--- src/rtl/noise_patgen.sv ---
// Test-pattern video generator: sync/enable timing plus black, checkerboard, binary or gray LFSR noise.
// Latency: outputs lag the raster counters by one cycle; no backpressure (free-running pixel stream).
module noise_patgen #(
    parameter int               H_SYNCLEN    = 62,
    parameter int               H_BACKPORCH  = 60,
    parameter int               H_ACTIVE     = 720,
    parameter int               H_TOTAL      = 858,
    parameter int               V_SYNCLEN    = 6,
    parameter int               V_BACKPORCH  = 30,
    parameter int               V_ACTIVE     = 480,
    parameter int               V_TOTAL      = 525,
    parameter int               H_BORDER     = 104,
    parameter int               V_BORDER     = 112,
    parameter logic [7:0]       BORDER_LEVEL = 8'h50,
    parameter int               LFSR_W       = 16,
    parameter logic [LFSR_W-1:0] TAP_MASK    = 16'hB400
) (
    input  logic       clk27,
    input  logic       reset,
    input  logic [1:0] mode,
    input  logic [3:0] scroll_speed,
    output logic [7:0] R_out,
    output logic [7:0] G_out,
    output logic [7:0] B_out,
    output logic       HSYNC_out,
    output logic       VSYNC_out,
    output logic       PCLK_out,
    output logic       ENABLE_out,
    output logic [7:0] frame_cnt,
    output logic       frame_start
);

    localparam int HW      = $clog2(H_TOTAL);
    localparam int VW      = $clog2(V_TOTAL);
    localparam int X_START = H_SYNCLEN + H_BACKPORCH;
    localparam int Y_START = V_SYNCLEN + V_BACKPORCH;

    localparam logic [HW-1:0] H_LAST     = HW'(H_TOTAL - 1);
    localparam logic [HW-1:0] H_SYNC_END = HW'(H_SYNCLEN);
    localparam logic [HW-1:0] X_ACT_BEG  = HW'(X_START);
    localparam logic [HW-1:0] X_ACT_END  = HW'(X_START + H_ACTIVE);
    localparam logic [HW-1:0] X_PAT_BEG  = HW'(X_START + H_BORDER);
    localparam logic [HW-1:0] X_PAT_END  = HW'(X_START + H_ACTIVE - H_BORDER);

    localparam logic [VW-1:0] V_LAST     = VW'(V_TOTAL - 1);
    localparam logic [VW-1:0] V_SYNC_END = VW'(V_SYNCLEN);
    localparam logic [VW-1:0] Y_ACT_BEG  = VW'(Y_START);
    localparam logic [VW-1:0] Y_ACT_END  = VW'(Y_START + V_ACTIVE);
    localparam logic [VW-1:0] Y_PAT_BEG  = VW'(Y_START + V_BORDER);
    localparam logic [VW-1:0] Y_PAT_END  = VW'(Y_START + V_ACTIVE - V_BORDER);
    localparam logic [VW-1:0] V_ONE      = VW'(1);

    // XNOR feedback keeps the all-zero reset state legal; all-ones is the lock-up state.
    function automatic logic [LFSR_W-1:0] lfsr_next(input logic [LFSR_W-1:0] q);
        return {q[LFSR_W-2:0], ~(^(q & TAP_MASK))};
    endfunction

    logic [HW-1:0]     h_cnt;
    logic [VW-1:0]     v_cnt;
    logic [1:0]        mode_q;
    logic [3:0]        step_cnt;
    logic [LFSR_W-1:0] frame_lfsr;
    logic [LFSR_W-1:0] pix_lfsr;

    logic h_last;
    logic v_last;
    logic frame_wrap;
    logic in_act;
    logic in_pat;
    logic [7:0] level;

    assign h_last     = (h_cnt == H_LAST);
    assign v_last     = (v_cnt == V_LAST);
    assign frame_wrap = h_last && v_last;

    assign in_act = (h_cnt >= X_ACT_BEG) && (h_cnt < X_ACT_END) &&
                    (v_cnt >= Y_ACT_BEG) && (v_cnt < Y_ACT_END);
    assign in_pat = (h_cnt >= X_PAT_BEG) && (h_cnt < X_PAT_END) &&
                    (v_cnt >= Y_PAT_BEG) && (v_cnt < Y_PAT_END);

    assign PCLK_out = clk27;

    always_ff @(posedge clk27) begin
        if (reset) begin
            h_cnt <= '0;
            v_cnt <= '0;
        end else begin
            h_cnt <= h_last ? '0 : h_cnt + 1'b1;
            if (h_last) begin
                v_cnt <= v_last ? '0 : v_cnt + 1'b1;
            end
        end
    end

    // Mode and speed take effect only at the frame boundary so a frame is never mixed.
    always_ff @(posedge clk27) begin
        if (reset) begin
            mode_q     <= 2'd0;
            step_cnt   <= 4'd0;
            frame_lfsr <= '0;
        end else if (frame_wrap) begin
            mode_q   <= mode;
            step_cnt <= scroll_speed;
        end else if ((v_cnt == '0) && (step_cnt != 4'd0)) begin
            frame_lfsr <= lfsr_next(frame_lfsr);
            step_cnt   <= step_cnt - 4'd1;
        end
    end

    // Scrolling comes from restarting each frame at a seed advanced scroll_speed steps.
    always_ff @(posedge clk27) begin
        if (reset) begin
            pix_lfsr <= '0;
        end else if ((h_cnt == '0) && (v_cnt == V_ONE)) begin
            pix_lfsr <= frame_lfsr;
        end else if (in_pat) begin
            pix_lfsr <= lfsr_next(pix_lfsr);
        end
    end

    always_comb begin
        level = BORDER_LEVEL;
        if (in_pat) begin
            case (mode_q)
                2'd0:    level = 8'h00;
                2'd1:    level = {8{h_cnt[0] ^ v_cnt[0]}};
                2'd2:    level = {8{pix_lfsr[0]}};
                default: level = pix_lfsr[7:0];
            endcase
        end
    end

    always_ff @(posedge clk27) begin
        if (reset) begin
            HSYNC_out   <= 1'b0;
            VSYNC_out   <= 1'b0;
            ENABLE_out  <= 1'b0;
            R_out       <= 8'h00;
            G_out       <= 8'h00;
            B_out       <= 8'h00;
            frame_start <= 1'b0;
            frame_cnt   <= 8'd0;
        end else begin
            HSYNC_out   <= (h_cnt >= H_SYNC_END);
            VSYNC_out   <= (v_cnt >= V_SYNC_END);
            ENABLE_out  <= in_act;
            R_out       <= in_act ? level : 8'h00;
            G_out       <= in_act ? level : 8'h00;
            B_out       <= in_act ? level : 8'h00;
            frame_start <= frame_wrap;
            if (frame_wrap) begin
                frame_cnt <= frame_cnt + 8'd1;
            end
        end
    end

endmodule
--- config.mk ---
export PLATFORM = sky130hd
export DESIGN_NAME = noise_patgen
export DESIGN_NICKNAME = d
export VERILOG_FILES = /design/src/rtl/noise_patgen.sv
export SDC_FILE = /design/constraint.sdc
export NUM_CORES = 1
export LEC_CHECK = 0
export CAP_MARGIN = 20
export CORE_MARGIN = 1.5
export CORE_UTILIZATION = 45
export DETAILED_ROUTE_END_ITERATION = 12
export PLACE_DENSITY = 0.68
export SLEW_MARGIN = 20
export SYNTH_ARGS = -nofsm -noshare
export SYNTH_HDL_FRONTEND = slang
export SYNTH_SLANG_ARGS = --single-unit
--- constraint.sdc ---
create_clock -name clk27 -period 3.3 [get_ports clk27]
set_clock_uncertainty 0.05 [all_clocks]
set_input_delay 0.99 -clock clk27 [delete_from_list [all_inputs] [get_ports clk27]]
set_output_delay 0.99 -clock clk27 [all_outputs]
set_load 0.02 [all_outputs]
==> results.cfg <==
[sta]
drv_slew = 0
timing_worst_slew_pin_value_ns = 0.6363
hold_viol = 0
setup_viol = 0
worst_slew_margin_rel_pct = 57.58
grt_setup_unrepaired = false
setup-tns-final_ns = 0

[yosys]
number_of_cells_produced_by_synthesis = 432
synth_compound_gate_area_share_pct = 11.35
ys_types = 46
synth_area_um2 = 3727
synth.avg_cell_area_um2 = 8.628
synth_top_family_by_area = simple AND/OR/NAND/NOR gates
synth_xor_xnor_area_share_pct = 7.486
postSynthNetCount = 449
synthesis.yosys.warnings = 0
synthMuxAreaShare_pct = 4.028
synth_sequential_area_ratio_pct = 41.89
post_synth_fa_ha_maj_area_fraction_pct = 3.021
synth_seq_cells = 78
synth_simple_gate_area_share_pct = 24.14

[clock_network]
clk_latency_ns = 0.45
cts_hold_buffers = 0
cts_repair_resize_count = 1
path_clk_slew_ns = 0.08
postCtsSetupBuffers = 0
tritoncts = done

[pwr]
power_frac_clock_pct = 41.9
vdd.ir_drop.worst_v = 0.0003181
p_sw_share_pct = 25.72
total_leakage_power_nw = 1.624
power-per-cell-area_nw_per_um2 = 528.6
share_seq_of_total_power_pct = 44.0
p_switching_w = 0.0005920
cellInternalPower_w = 0.001710
p_comb_share_pct = 14.1

[setup_path]
critPathRequiredTime_ns = 2.26
critical-path-top-cell-by-count = sky130_fd_sc_hd__clkbuf_8
endpoint_kind_of_the_worst_setup_timing_path = output port
cp_slowest_stage_delay_ns = 0.31
critical_path_cell_sequence = clkbuf_8, clkbuf_8, dlygate4sd2_1
crit_slowest_cell = sky130_fd_sc_hd__dlygate4sd2_1
setup_crit_path_kind = clock port to output port
timing.critical_path.from_type = clock port
worst-path-max-fanout = 2
crit_path_dat_ns = 2.18

[route]
routed_wl_um = 7883
first_iter_violations = 139
ant_nets_after_route = 0
route.detailed.drc = 0
routedWlPerCell_um = 14.13
vias = 2966
drt_pass1_iterations = 4
route.detailed.vias_per_inst = 5.315

[global_route]
antenna_found_initial = 0
grtUsageTotal_pct = 19.50
grt_first_pass_wirelength_um = 13310
overflow = 0
vias_in_the_first_global_route = 2913
grt_start_max_net_pins = 38

[die]
core_um2 = 8134
die_h_um = 94.01
initial_utilization_pct = 45.82
fp.dieW_um = 94.01
design.die.area_um2 = 8838
io-pin-count = 45
rows = 33

[finish]
final_area_um2 = 4354
layout_commonest_cell = sky130_fd_sc_hd__dfxtp_1
antennaDiodeCount = 0
post_layout_nonfiller_instances = 558
most-common-layout-cells = sky130_fd_sc_hd__dfxtp_1 (78), sky130_fd_sc_hd__nand2_1 (54), sky130_fd_sc_hd__nor2_1 (52)
syn_to_final_growth_pct = 16.82
drive_gt1_share_pct = 9.051
total_number_of_nets_in_the_final_design = 466

[place]
placed_cell_count = 540
placed_area_um2 = 4079
detailed_place_hpwl_um = 5399
numPortBuffers = 44
place.gp.congestion = 0.8103

[run]
cap_violations = 0

[min_path]
worst_hold_path_type = flip-flop to flip-flop

[outcome]
run_status = complete, no violations
## power by group through the flow
stage,clock (W),sequential [W],combinational (W)
global placement,0.0000407,0.00103,0.000314
CTS,0.000988,0.00101,0.000326
detailed placement,0.0000407,0.00103,0.000323
floorplan,0.0000354,0.00102,0.000261
finish,0.000964,0.00101,0.000325
global route,0.00103,0.00102,0.000354
## logic make-up after synthesis
kind of cell	Yosys count
DFF	78
adders and majority gates	9
and+or+nand+nor	185
muxes	15
AOI/OAI and AO/OA	58
xor gates and xnor gates	31
buffers and inverters	56
## flip-flops by register name, indices dropped and copies added (netlist names)
register	count
frame_start	1
VSYNC_out	1
h_cnt	10
frame_cnt	8
HSYNC_out	1
step_cnt	4
ENABLE_out	1
pix_lfsr	16
v_cnt	10
mode_q	2
frame_lfsr	16
B_out	8
## final timing paths
check                    from           end  slack (ns)  depth (start not counted)
setup reg to reg     h_cnt[0]  frame_cnt[7]        0.95                          6
setup / recovery        clk27      PCLK_out        0.08                          3
hold reg to reg   pix_lfsr[5]      B_out[5]        0.44                          2
hold / removal    pix_lfsr[5]      B_out[5]        0.44                          2
## stage by stage
stage	hold slack, ns	utilization, %	power, W	worst slack [ns]
6_report	0.4386	53.53	0.002302	0.07960
5_1_grt	0.4663	53.53	0.002407	0.07392
4_1_cts	0.4364	53.53	0.002324	0.07235
3_5_place_dp	0.4248	50.15	0.001397	0.1015
3_3_place_gp	0.4199	50.15	0.001386	0.1015
2_1_floorplan	0.3999	-	0.001318	0.4760
## final cells by class
| cell class | count | area, um^2 |
|---|---|---|
| clock buffer | 13 | 173.9 |
| clock inverter | 6 | 111.4 |
| fill | 732 | 3780 |
| inverter | 10 | 37.54 |
| multi-input combinational | 298 | 1871 |
| sequential | 78 | 1562 |
| tap | 105 | 131.4 |
| timing repair buffer | 48 | 467.9 |
## critical path, delay by kind of cell
| kind | cells | cell delay [ns] |
|---|---|---|
| buffers and inverters | 3 | 0.53 |
## cell usage after synthesis (all sizes together)
library cell,count,area share (%)
o211ai,19,4.9
a211oi,1,0.20
dfxtp,78,42
or2,2,0.34
a221oi,1,0.24
mux2i,15,4.0
o21ba,1,0.27
nand3,12,1.7
or3,2,0.34
nor2,52,5.2
nor2b,1,0.17
xnor2,14,3.5
nand2b,2,0.34
nor3,6,0.94
nor4b,1,0.24
clkbuf,23,2.4
a21boi,1,0.20
nand2,54,5.4
a31oi,5,0.84
ha,9,3.0
nor4,2,0.34
a21o,2,0.40
a21oi,21,3.1
nand4,29,4.9
nor3b,2,0.40
o21ai,4,0.54
and2,7,1.2
o31ai,1,0.20
o2111ai,1,0.24
and4,3,0.71
o21a,1,0.20
buf,23,4.7
inv,10,1.0
and3,9,1.5
or4,1,0.30
xor2,17,4.0
## layer usage
| layer | GRT usage (%) | vias up | share of wire, % |
|---|---|---|---|
| met2 | 32.85 | 51 | 49 |
| met1 | 22.72 | 1402 | 46 |
| met4 | 9.826 | 0 | 1.8 |
| li1 | - | 1502 | - |
| met5 | 0 | - | 0 |
| met3 | 5.178 | 11 | 3.7 |
Note: power is estimated with default switching activity, not from simulation.
